==> src/rtl/axi_dram_pkg.sv <==
// Shared constants, FIFO field offsets and FSM state type for the DRAM model burst engine.
// Field offsets describe the packed {ID, LEN, SIZE, BURST, ADDR} and {ID, STRB, LAST, DATA} FIFO words.
package axi_dram_pkg;

    localparam int A_W     = 32;
    localparam int ID_W    = 4;
    localparam int LEN_W   = 4;
    localparam int DATA_W  = 64;
    localparam int STRB_W  = DATA_W / 8;
    localparam int MEM_AW  = 16;
    localparam int BYTE_SH = $clog2(STRB_W);

    localparam int CMD_W = ID_W + A_W + LEN_W + 5;
    localparam int WD_W  = ID_W + DATA_W + 1 + STRB_W;
    localparam int RD_W  = ID_W + DATA_W + 3;
    localparam int B_W   = ID_W + 2;

    localparam int CMD_ADDR_LSB  = 0;
    localparam int CMD_BURST_LSB = A_W;
    localparam int CMD_SIZE_LSB  = A_W + 2;
    localparam int CMD_LEN_LSB   = A_W + 5;
    localparam int CMD_ID_LSB    = A_W + 5 + LEN_W;

    localparam int WD_DATA_LSB = 0;
    localparam int WD_LAST_BIT = DATA_W;
    localparam int WD_STRB_LSB = DATA_W + 1;
    localparam int WD_ID_LSB   = DATA_W + 1 + STRB_W;

    localparam logic [1:0] BURST_FIXED = 2'b00;
    localparam logic [1:0] BURST_INCR  = 2'b01;
    localparam logic [1:0] BURST_WRAP  = 2'b10;

    localparam logic [1:0] RESP_OKAY   = 2'b00;
    localparam logic [1:0] RESP_SLVERR = 2'b10;

    typedef enum logic [2:0] {
        IDLE,
        WR_CMD,
        WR_BEAT,
        WR_RESP,
        RD_BEAT,
        RD_DRAIN
    } state_t;

endpackage

==> src/rtl/axi_burst_addr_gen.sv <==
// Per-beat AXI address sequencer: loaded with {ADDR, LEN, SIZE, BURST}, steps once per advance.
// last is high while the current address belongs to the final beat of the burst.
module axi_burst_addr_gen
    import axi_dram_pkg::*;
(
    input  logic             clk,
    input  logic             rst,
    input  logic             load,
    input  logic [A_W-1:0]   addr_in,
    input  logic [LEN_W-1:0] len_in,
    input  logic [2:0]       size_in,
    input  logic [1:0]       burst_in,
    input  logic             advance,
    output logic [A_W-1:0]   addr,
    output logic             last
);

    logic [A_W-1:0]   addr_q;
    logic [A_W-1:0]   inc_q;
    logic [A_W-1:0]   mask_q;
    logic [LEN_W-1:0] cnt_q;
    logic [1:0]       burst_q;
    logic [A_W-1:0]   nxt_addr;

    always_comb begin
        nxt_addr = addr_q + inc_q;
        case (burst_q)
            BURST_FIXED: nxt_addr = addr_q;
            // wrap windows are always a power of two (2/4/8/16 beats), so a mask suffices
            BURST_WRAP:  nxt_addr = (addr_q & ~mask_q) | ((addr_q + inc_q) & mask_q);
            default:     nxt_addr = addr_q + inc_q;
        endcase
    end

    always_ff @(posedge clk or posedge rst) begin
        if (rst) begin
            addr_q  <= '0;
            inc_q   <= '0;
            mask_q  <= '0;
            cnt_q   <= '0;
            burst_q <= BURST_FIXED;
        end else if (load) begin
            addr_q  <= addr_in;
            inc_q   <= A_W'(1) << size_in;
            mask_q  <= ((A_W'(len_in) + A_W'(1)) << size_in) - A_W'(1);
            cnt_q   <= len_in;
            burst_q <= burst_in;
        end else if (advance) begin
            addr_q <= nxt_addr;
            cnt_q  <= cnt_q - LEN_W'(1);
        end
    end

    assign addr = addr_q;
    assign last = (cnt_q == '0);

endmodule

==> src/rtl/axi_dram_engine.sv <==
// Burst engine behind the AXI slave FIFOs: one burst at a time, round-robin read/write, per-beat memory access.
// Optional AXI_DRAM_ENGINE_RESP_CHECK_EN adds SLVERR for bad WLAST / out-of-range beats.
module axi_dram_engine
    import axi_dram_pkg::*;
(
    input  logic              ACLK,
    input  logic              ARESET,
    output logic              awfifo_pop,
    input  logic              awfifo_empty,
    input  logic [CMD_W-1:0]  awfifo_do,
    output logic              wdfifo_pop,
    input  logic              wdfifo_empty,
    input  logic [WD_W-1:0]   wdfifo_do,
    output logic              bfifo_push,
    output logic [B_W-1:0]    bfifo_di,
    input  logic              b_ready,
    output logic              arfifo_pop,
    input  logic              arfifo_empty,
    input  logic [CMD_W-1:0]  arfifo_do,
    output logic              rdfifo_push,
    output logic [RD_W-1:0]   rdfifo_di,
    input  logic              rdfifo_full,
    output logic              mem_en,
    output logic              mem_we,
    output logic [MEM_AW-1:0] mem_addr,
    output logic [DATA_W-1:0] mem_wdata,
    output logic [STRB_W-1:0] mem_wstrb,
    input  logic [DATA_W-1:0] mem_rdata
);

    state_t            state, nxt;
    logic              last_rd;
    logic [ID_W-1:0]   cmd_id;
    logic              wr_err;
    logic              grant_wr, gen_load, gen_adv, wr_beat, issue;
    logic [CMD_W-1:0]  cmd_sel;
    logic [A_W-1:0]    cur_addr;
    logic              gen_last;
    logic              beat_oor, last_bad;
    logic              pend_vld, pend_last, pend_zero;
    logic [1:0]        pend_resp;
    logic              hold_vld;
    logic [RD_W-1:0]   hold_dat, rd_word;
    logic              unused_bits;

    assign cmd_sel = grant_wr ? awfifo_do : arfifo_do;

    axi_burst_addr_gen u_addr_gen (
        .clk      (ACLK),
        .rst      (ARESET),
        .load     (gen_load),
        .addr_in  (cmd_sel[CMD_ADDR_LSB +: A_W]),
        .len_in   (cmd_sel[CMD_LEN_LSB +: LEN_W]),
        .size_in  (cmd_sel[CMD_SIZE_LSB +: 3]),
        .burst_in (cmd_sel[CMD_BURST_LSB +: 2]),
        .advance  (gen_adv),
        .addr     (cur_addr),
        .last     (gen_last)
    );

`ifdef AXI_DRAM_ENGINE_RESP_CHECK_EN
    assign beat_oor = |cur_addr[A_W-1:MEM_AW+BYTE_SH];
    assign last_bad = wdfifo_do[WD_LAST_BIT] != gen_last;
`else
    assign beat_oor = 1'b0;
    assign last_bad = 1'b0;
`endif

    always_comb begin
        nxt        = state;
        awfifo_pop = 1'b0;
        arfifo_pop = 1'b0;
        wdfifo_pop = 1'b0;
        bfifo_push = 1'b0;
        mem_en     = 1'b0;
        mem_we     = 1'b0;
        gen_load   = 1'b0;
        gen_adv    = 1'b0;
        grant_wr   = 1'b0;
        wr_beat    = 1'b0;
        issue      = 1'b0;
        case (state)
            IDLE: begin
                if (!awfifo_empty && (arfifo_empty || last_rd)) begin
                    awfifo_pop = 1'b1;
                    grant_wr   = 1'b1;
                    gen_load   = 1'b1;
                    nxt        = WR_CMD;
                end else if (!arfifo_empty) begin
                    arfifo_pop = 1'b1;
                    gen_load   = 1'b1;
                    nxt        = RD_BEAT;
                end
            end
            // WR_CMD is a write burst still waiting for its first data beat
            WR_CMD, WR_BEAT: begin
                if (!wdfifo_empty) begin
                    wdfifo_pop = 1'b1;
                    wr_beat    = 1'b1;
                    mem_en     = !beat_oor;
                    mem_we     = !beat_oor;
                    gen_adv    = 1'b1;
                    nxt        = gen_last ? WR_RESP : WR_BEAT;
                end
            end
            WR_RESP: begin
                bfifo_push = 1'b1;
                if (b_ready) nxt = IDLE;
            end
            RD_BEAT: begin
                if (!hold_vld && !(pend_vld && rdfifo_full)) begin
                    issue   = 1'b1;
                    mem_en  = !beat_oor;
                    gen_adv = 1'b1;
                    if (gen_last) nxt = RD_DRAIN;
                end
            end
            RD_DRAIN: begin
                if (!((hold_vld || pend_vld) && rdfifo_full)) nxt = IDLE;
            end
            default: nxt = IDLE;
        endcase
    end

    assign rd_word = {cmd_id, pend_last, pend_resp, pend_zero ? {DATA_W{1'b0}} : mem_rdata};

    always_ff @(posedge ACLK or posedge ARESET) begin
        if (ARESET) begin
            state     <= IDLE;
            last_rd   <= 1'b1;
            cmd_id    <= '0;
            wr_err    <= 1'b0;
            pend_vld  <= 1'b0;
            pend_last <= 1'b0;
            pend_zero <= 1'b0;
            pend_resp <= RESP_OKAY;
            hold_vld  <= 1'b0;
            hold_dat  <= '0;
        end else begin
            state <= nxt;
            if (gen_load) begin
                last_rd <= !grant_wr;
                cmd_id  <= cmd_sel[CMD_ID_LSB +: ID_W];
                wr_err  <= 1'b0;
            end else if (wr_beat && (beat_oor || last_bad)) begin
                wr_err <= 1'b1;
            end
            pend_vld <= issue;
            if (issue) begin
                pend_last <= gen_last;
                pend_zero <= beat_oor;
                pend_resp <= beat_oor ? RESP_SLVERR : RESP_OKAY;
            end
            // a beat returning into a full FIFO parks here; issue stalls until it drains
            if (hold_vld && !rdfifo_full) begin
                hold_vld <= 1'b0;
            end else if (pend_vld && rdfifo_full) begin
                hold_vld <= 1'b1;
                hold_dat <= rd_word;
            end
        end
    end

    assign rdfifo_push = (hold_vld || pend_vld) && !rdfifo_full;
    assign rdfifo_di   = hold_vld ? hold_dat : (pend_vld ? rd_word : '0);
    assign bfifo_di    = bfifo_push ? {cmd_id, wr_err ? RESP_SLVERR : RESP_OKAY} : '0;
    assign mem_addr    = mem_en ? cur_addr[BYTE_SH +: MEM_AW] : '0;
    assign mem_wdata   = mem_we ? wdfifo_do[WD_DATA_LSB +: DATA_W] : '0;
    assign mem_wstrb   = mem_we ? wdfifo_do[WD_STRB_LSB +: STRB_W] : '0;

    assign unused_bits = ^{cur_addr[BYTE_SH-1:0], cur_addr[A_W-1:MEM_AW+BYTE_SH],
                           wdfifo_do[WD_ID_LSB +: ID_W], wdfifo_do[WD_LAST_BIT]};

endmodule

==> config.mk <==
export PLATFORM = sky130hd
export DESIGN_NAME = axi_dram_engine
export DESIGN_NICKNAME = d
export VERILOG_FILES = /design/src/rtl/axi_dram_pkg.sv /design/src/rtl/axi_burst_addr_gen.sv /design/src/rtl/axi_dram_engine.sv
export SDC_FILE = /design/constraint.sdc
export NUM_CORES = 1
export LEC_CHECK = 0
export ABC_AREA = 1
export ABC_CLOCK_PERIOD_IN_PS = 4800
export CAP_MARGIN = 20
export CORE_MARGIN = 4
export CORE_UTILIZATION = 30
export CTS_CLUSTER_SIZE = 30
export DETAILED_ROUTE_END_ITERATION = 10
export HOLD_SLACK_MARGIN = 0.12
export PLACE_DENSITY = 0.59
export SLEW_MARGIN = 25
export SYNTH_ARGS = -nofsm -noshare
export SYNTH_HDL_FRONTEND = slang
export SYNTH_HIERARCHICAL = 1
export SYNTH_SLANG_ARGS = --single-unit
export TNS_END_PERCENT = 20
==> constraint.sdc <==
create_clock -name ACLK -period 4.8 [get_ports ACLK]
set_input_delay 0.96 -clock ACLK [delete_from_list [all_inputs] [get_ports ACLK]]
set_output_delay 0.96 -clock ACLK [all_outputs]
set_load 0.02 [all_outputs]
After elaboration in Yosys (flattened, before gate mapping) --
Cells that the tools add are included.
Word-level totals: logic and storage cells 94, bits in registers 182, bits of input ports 238, output and inout port bits 172
Cells by class: add/sub/neg operators 4, mux-type cells 36, equal/unequal tests 13, reductions and logical operators 22, bitwise operators 5, shifts and indexed selects 2
Operator list (count):
- $mux W71 | 2
- $and A32 B32 Y32 | 2
- $mux W32 | 2
- $mux W64 | 1
- $pmux W32 S2 | 1
- $mux W45 | 1
- $add A32 B32 Y32 | 1
- $not A32 Y32 | 1
- $or A32 B32 Y32 | 1
- $shl A1 B3 Y32 const A | 1
- $shl A32 B3 Y32 | 1
- $sub A32 B1 Y32 const B | 1
- $mux W3 | 7
- $mux W16 | 1
- $mux W1 | 15
- $pmux W3 S5 | 1
- $ne A2 B2 Y1 const B | 6
- $mux W4 | 2
- $mux W8 | 1
- $eq A3 B2 Y1 const B | 2
- $eq A3 B3 Y1 const B | 2
- $logic_and A1 B1 Y1 | 6
- $mux W6 | 1
- $reduce_and A6 Y1 | 1
- 15 further kinds | 22

Logic depth before layout (Yosys ltp) --
Gate-level depths: netlist of the first run.
word-level depth 8, gate-level depth with buffers 23, gate-level depth less buffers 21

Cells and area by module --
The synthesis of the first run kept the hierarchy.
By module, submodules not included:
- axi_dram_engine | cells an instance 865, area each 5291.3 µm², times used 1
- axi_burst_addr_gen | cells an instance 682, area each 4884.7 µm², times used 1

Least setup slack after synthesis of the first run --
No wires, ideal clock.
path kind input port to flip-flop, start input awfifo_empty, end register u_addr_gen.mask_q[11], buffers on the path 1, data required time 4723 ps, stages on the path 16, arrival 3221 ps, slack 1501 ps, cell sequence o21bai_1 -> nor2_4 -> buf_2 -> nand2_1 -> nand2_1 -> ha_1 -> o21ai_1 -> or2_1 -> nand3_1 -> nand2_2 -> nand2_2 -> nor2_4 -> nand3_1 -> nor2_1 -> ha_1 -> a21oi_1
On the way: cells in the longest elaborated chain, start to end 8, elaborated cells on any way between the ends 10, those cells by class add/sub: 2; shift: 1; mux: 5; reduce/logical: 2
Ends and longest elaborated chain:
- from (decl) | line axi_dram_engine.sv:9 | input logic awfifo_empty,
- $logic_not A1 Y1 | line axi_dram_engine.sv:84 | if (!awfifo_empty && (arfifo_empty || last_rd)) begin
- $logic_and A1 B1 Y1 | line axi_dram_engine.sv:84
- $mux W1 (2 in series)
- named net awfifo_pop | line axi_dram_engine.sv:8 | output logic awfifo_pop,
- $mux W45 | line axi_dram_engine.sv:46 | assign cmd_sel = grant_wr ? awfifo_do : arfifo_do;
- named net cmd_sel[37] | line axi_dram_engine.sv:36 | logic [CMD_W-1:0] cmd_sel;
- $add A4 B1 Y5 | line axi_burst_addr_gen.sv:45 | mask_q <= ((A_W'(len_in) + A_W'(1)) << size_in) - A_W'(1);
- $shl A32 B3 Y32 | line axi_burst_addr_gen.sv:45
- $sub A32 B1 Y32 | line axi_burst_addr_gen.sv:45
- to (signal assigned) | line axi_burst_addr_gen.sv:45
- to (decl) | line axi_burst_addr_gen.sv:20 | logic [A_W-1:0] mask_q;
The timed path passes the listed nets, and every way through them passes these cells. A chain may end at the register's enable or synchronous reset.

Final worst setup path of the first run --
start input wdfifo_empty, end output mem_addr[0]
On the way: cells in the longest elaborated chain, start to end 3
Ends and longest elaborated chain:
- from (decl) | line axi_dram_engine.sv:12 | input logic wdfifo_empty,
- $mux W1 | line axi_dram_engine.sv:97 | if (!wdfifo_empty) begin
- $pmux W1 S2 | line axi_dram_engine.sv:82 | case (state)
- $mux W16 | line axi_dram_engine.sv:167 | assign mem_addr = mem_en ? cur_addr[BYTE_SH +: MEM_AW] : '0;
- to (decl) | line axi_dram_engine.sv:25 | output logic [MEM_AW-1:0] mem_addr,
No other way between the ends.

==> parameters.txt, run 1 <==
Parameter                              Value

Placed design
  # port buffers ... 374
  Number of placed instances, taps included ... 2050
  RePlAce Congestion ... 0.880
  Half-perimeter wire length after detailed placement ... 26100 microns

Timing
  Fin Setup TNS ... 0 ns
  Minimum period implied by the final worst setup slack ... 4.03 ns
  RSZ-0062 raised after global routing ... no
  Layout Skew ... 0.0116 ns
  Final clock period utilization by the worst path ... 83.9%
  Setup violators final ... 0
  Maximum clock frequency ... 0.248 GHz
  Slew HR ... 47.8%
  Worst Hold Slack ... 0.477 ns
  Max-slew violation total from the final report ... 0
  Tightest Pin Transition ... 0.784 ns
  Final hold violations ... 0

Power and ir drop
  Worst vdd ir ... 0.308 mV
  P_leak ... 6.56 nW
  Power density over cell area ... 595 nW/um^2

Clock tree
  Hold bufs inserted after CTS ... 0
  Clock tree from TritonCTS ... yes
  Root Buffer ... clkbuf_16
  Sink count of the clock tree ... 132
  Number of buffers inserted to repair setup after CTS ... 0
  Max Root-Sink Buffers ... 2
  Clock Latency Late Sink ... 0.42 ns
  H-tree Lvls ... 4
  Inserted Clock Buffers ... 17
  Clock-pin slew of the registers on the worst-case setup and hold paths ... 0.07 ns
  PostCTS Resize Cnt ... 0

Worst setup path
  Maximum fanout along the worst path ... 27
  Worst reg2reg path endpoint ... u_addr_gen/mask_q[11]
  Kind of critical path ... in2out
  Critical path startpoint category ... input pin
  Reg-to-reg critical path startpoint ... state[0]
  Category of the worst setup path capture point ... output port
  Cells on worst reg2reg path ... 17
  WP data arrival ... 3.07 ns
  Worst R2R Setup Slack ... 1.37 ns
  Required time worst endpoint ... 3.84 ns

Finish
  Final net count ... 1936
  Most frequent cells in the layout ... 374 x clkdlybuf4s50_1, 361 x nand2_1, 233 x inv_1
  Leading cell type in the layout, fill and taps excluded ... clkdlybuf4s50_1
  Synthesis-to-layout area growth ... 51.8%
  Post-layout instance count excluding filler cells ... 2083
  Proportion of layout cells with a drive suffix above 1 ... 6.48%
  Final Core Density ... 46.6%

Status
  Result of the run ... completed

Die
  Area of the die ... 32400 sq um
  FP Rows ... 62
  Placeable core region ... 28900 sq um
  DIE WIDTH ... 180 microns
  Die Height ... 180 microns
  Initial cell density of the core ... 30.7%
  Boundary Pins ... 410

Min path
  Hold worst-path end ... u_addr_gen/mask_q[17]
  Hold Path Depth ... 2
  Worst Hold Class ... reg2reg
  Hold Startpoint ... u_addr_gen/mask_q[17]

Route
  Number of search-and-repair iterations in the first detailed-routing pass ... 5
  Detailed-route vias per instance ... 4.62
  Count of vias placed by the detailed router ... 9631
  Total wire length after detailed routing ... 33400 microns
  Violation count after the first detailed-routing iteration ... 631
  Average wire per standard cell ... 16.1 microns
  DRC violations left ... 0
  Antenna-violating nets left ... 0

Global routing
  First-pass GRT wire length ... 51400 microns
  Antenna violations before repair ... 2
  Largest net degree at the start of global routing ... 122
  Gr ovfl total ... 0
  Vias in the first global route ... 8981
  Total Routing Usage GR ... 19.7%

Yosys
  Synth Area per Inst ... 6.58 sq um
  Syn Inst Count ... 1350
  Post-synthesis instance area ... 8880 sq um
  Synth Warn # ... 6

Run
  Number of maximum-capacitance constraint violations ... 0
[worst max path at each step]
| stage | end | from | slack, ns | depth (start not counted) |
|---|---|---|---|---|
| 2_1_floorplan | u_addr_gen/mask_q[11] | awfifo_empty | 1.50 | 16 |
| 3_3_place_gp | u_addr_gen/mask_q[11] | awfifo_empty | 0.53 | 17 |
| 3_5_place_dp | u_addr_gen/mask_q[11] | awfifo_empty | 0.51 | 17 |
| 4_1_cts | mem_addr[0] | wdfifo_empty | 0.73 | 7 |
| 5_1_grt | u_addr_gen/mask_q[30] | awfifo_empty | 0.61 | 20 |
| 6_report | mem_addr[0] | wdfifo_empty | 0.77 | 7 |
[layout make-up]
type / count / area [sq um]
sequential: 132 / 3310
multi-input combinational: 902 / 4300
clock buffer: 17 / 425
antenna: 1 / 2.50
clock inverter: 15 / 205
timing repair buffer: 385 / 3830
tap: 384 / 480
inverter: 247 / 931
fill: 2945 / 15500
[stage by stage]
| stage | power (mW) | setup WS (ns) | cell area [sq um] |
|---|---|---|---|
| floorplan | 4.95 | 1.50 | 8890 |
| global placement | 6.57 | 0.529 | 12800 |
| detailed placement | 6.65 | 0.515 | 12800 |
| CTS | 8.09 | 0.734 | 13500 |
| global route | 8.68 | 0.614 | 13500 |
| finish | 8.02 | 0.772 | 13500 |
[worst max-delay path, cell delays in order]
cell	delay (ns)
clkdlybuf4s50_1	0.51
inv_1	0.08
nand2_4	0.29
nand2_2	0.18
inv_2	0.36
nor2_1	0.07
clkdlybuf4s50_1	0.60
[per-layer routing]
| metal | share of wire [%] | track usage, % | vias up |
|---|---|---|---|
| li1 | - | - | 4845 |
| met3 | 5.3 | 3.82 | 33 |
| met2 | 49 | 33.3 | 294 |
| met1 | 44 | 26.0 | 4459 |
| met5 | 0 | 0 | - |
| met4 | 1.6 | 4.96 | 0 |
[power by group]
| part | switching [mW] | total [mW] | internal, mW |
|---|---|---|---|
| Combinational | 2.89 | 4.66 | 1.77 |
| Clock | 0.591 | 1.39 | 0.803 |
| Sequential | 0.339 | 1.96 | 1.63 |
No activity file was read; power rests on OpenSTA's default activity.
==> run 2: changes to the inputs <==
- ABC_CLOCK_PERIOD_IN_PS: 4800 -> 3780
- clock period: 4.8 -> 3.78 ns (I/O delays scaled with it)
==> run 2 against run 1 <==
Effect of this change: power is 26% higher; cell count is 0.38% higher; non-clock buffer count is 7 higher; final area is 0.23% higher; die area stayed put; utilization is 0.11 points higher; first-iteration DRC count is 22% higher; sequential power is 27% higher; largest power group unchanged.
==> parameters.txt, run 2 (synthesis gave the netlist of run 1 again) <==
Parameter                              Value

Status
  Result of the run ... completed

Finish
  Register Area ... 3310 sq um
  Area of the multi-input gates ... 4300 sq um
  Final instance area ... 13500 sq um
  Proportion of layout cells with a drive suffix above 1 ... 6.86%
  Final net count ... 1943
  Most frequent cells in the layout ... 374 x clkdlybuf4s50_1, 361 x nand2_1, 233 x inv_1
  Leading cell type in the layout, fill and taps excluded ... clkdlybuf4s50_1
  Post-layout instance count excluding filler cells ... 2091
  Number of filler cells placed in the layout ... 2893
  Synthesis-to-layout area growth ... 52.1%

Clock tree
  Clock-pin slew of the registers on the worst-case setup and hold paths ... 0.06 ns
  Max Root-Sink Buffers ... 2
  Root Buffer ... clkbuf_16
  Number of buffers inserted to repair setup after CTS ... 0
  Clock Latency Late Sink ... 0.43 ns
  PostCTS Resize Cnt ... 0
  H-tree Lvls ... 4
  Hold bufs inserted after CTS ... 0
  Clock tree from TritonCTS ... yes
  Inserted Clock Buffers ... 17
  Sink count of the clock tree ... 132

Placed design
  Setup WS pre-CTS ... 0.126 ns
  Half-perimeter wire length after detailed placement ... 26100 microns
  RePlAce Congestion ... 0.920
  # port buffers ... 374
  Number of placed instances, taps included ... 2057
  Instance area after placement ... 12900 sq um

Worst setup path
  Cell breakdown of the critical path ... clkdlybuf4s50_1 > nand2_4 > nand3_1 > nand2_2 > inv_2 > nor2_1 > clkdlybuf4s50_1
  Worst R2R Setup Slack ... 0.78 ns
  Startpoint of the most critical setup path ... rdfifo_full
  Largest stage delay on the critical path ... 0.58 ns
  Required time worst endpoint ... 3.02 ns
  Cells on worst reg2reg path ... 18
  Critical path startpoint category ... input pin
  WP data arrival ... 2.73 ns
  Category of the worst setup path capture point ... output port
  Critical path's slowest cell ... clkdlybuf4s50_1
  Kind of critical path ... in2out
  Worst reg2reg path endpoint ... u_addr_gen/mask_q[11]
  Reg-to-reg critical path startpoint ... state[0]
  Maximum fanout along the worst path ... 17
  Worst path most repeated cell ... clkdlybuf4s50_1

Min path
  Hold Startpoint ... hold_dat[41]
  Hold Path Depth ... 2
  Worst Hold Class ... reg2reg
  Hold worst-path end ... hold_dat[41]

Die
  Initial cell density of the core ... 30.7%
  FP Rows ... 62
  Boundary Pins ... 410
  DIE WIDTH ... 180 microns
  Die Height ... 180 microns
  Placeable core region ... 28900 sq um
  Area of the die ... 32400 sq um

Timing
  Final clock period utilization by the worst path ... 92.3%
  Tightest Pin Transition ... 0.780 ns
  Maximum clock frequency ... 0.287 GHz
  Setup violators final ... 0
  RSZ-0062 raised after global routing ... no
  Final setup slack of the worst path ... 0.290 ns
  Layout Skew ... 0.0165 ns
  Max-slew violation total from the final report ... 0
  Minimum period implied by the final worst setup slack ... 3.49 ns
  Fin Setup TNS ... 0 ns
  Slew HR ... 48.0%
  Final hold violations ... 0

Route
  DRC violations left ... 0
  Number of search-and-repair iterations in the first detailed-routing pass ... 5
  Total wire length after detailed routing ... 33500 microns
  Antenna-violating nets left ... 0
  Average wire per standard cell ... 16.0 microns
  Detailed-route vias per instance ... 4.58
  Count of vias placed by the detailed router ... 9587
  Violation count after the first detailed-routing iteration ... 767

Power and ir drop
  Power density over cell area ... 749 nW/um^2
  Internal power ... 5.31 mW
  Worst vdd ir ... 0.310 mV
  P_leak ... 6.58 nW
  Power share of the sequential group ... 24.6%
  Clock share of power ... 16.4%
  Portion of total power attributed to combinational logic ... 59.0%
  Switching share of total power ... 47.5%
  Overall Power ... 10.1 mW
  Psw ... 4.81 mW

Global routing
  Largest net degree at the start of global routing ... 125
  Met2 Usage GRT ... 33.5%
  Antenna violations before repair ... 4
  Vias in the first global route ... 8911
  Routing layer with the top usage in global route ... met2
  First-pass GRT wire length ... 51500 microns
  Total Routing Usage GR ... 19.8%
  M1 GR Usage ... 26.0%
  Gr ovfl total ... 0
  GRT met3 Usage ... 4.62%

Run
  Number of maximum-capacitance constraint violations ... 0
-- run 2: per-layer routing --
| metal | share of wire, % | vias up |
|---|---|---|
| li1 | - | 4855 |
| met1 | 43 | 4374 |
| met2 | 49 | 330 |
| met3 | 6.4 | 26 |
| met4 | 1.4 | 2 |
| met5 | 0.039 | - |
-- run 2: worst max path at each step --
stage | end | slack, ns | cells past startpoint
2_1_floorplan | u_addr_gen/mask_q[11] | 0.69 | 16
3_3_place_gp | u_addr_gen/mask_q[11] | 0.18 | 18
3_5_place_dp | u_addr_gen/mask_q[11] | 0.13 | 18
4_1_cts | mem_addr[1] | 0.26 | 7
5_1_grt | mem_addr[1] | 0.16 | 7
6_report | mem_addr[1] | 0.29 | 7
-- run 2: area by class of cell --
cell class                 count  share of cell area, %
sequential                   132                   24.5
clock inverter                13                  0.991
antenna                        2                 0.0370
tap                          384                   3.56
clock buffer                  19                   3.35
timing repair buffer         392                   28.9
multi-input combinational    902                   31.8
inverter                     247                   6.89
-- run 2: worst max-delay path, delay by kind of cell --
family | cells | cell delay [ns]
buf+inv | 3 | 1.47
simple gates | 4 | 0.50
-- run 2: power groups by stage --
stage               Sequential, mW  Combinational, mW  Clock [mW]
floorplan                     2.39               3.89           0
global placement              2.49               5.92           0
detailed placement            2.51               5.98           0
CTS                           2.49               6.01        1.71
global route                  2.59               6.61        1.78
finish                        2.49               5.97        1.66
-- run 2: metrics by stage --
stage	hold slack, ns	utilization, %
6_report	0.484	46.7
3_3_place_gp	0.459	44.6
5_1_grt	0.500	46.7
3_5_place_dp	0.473	44.6
4_1_cts	0.489	46.7
2_1_floorplan	0.445	-
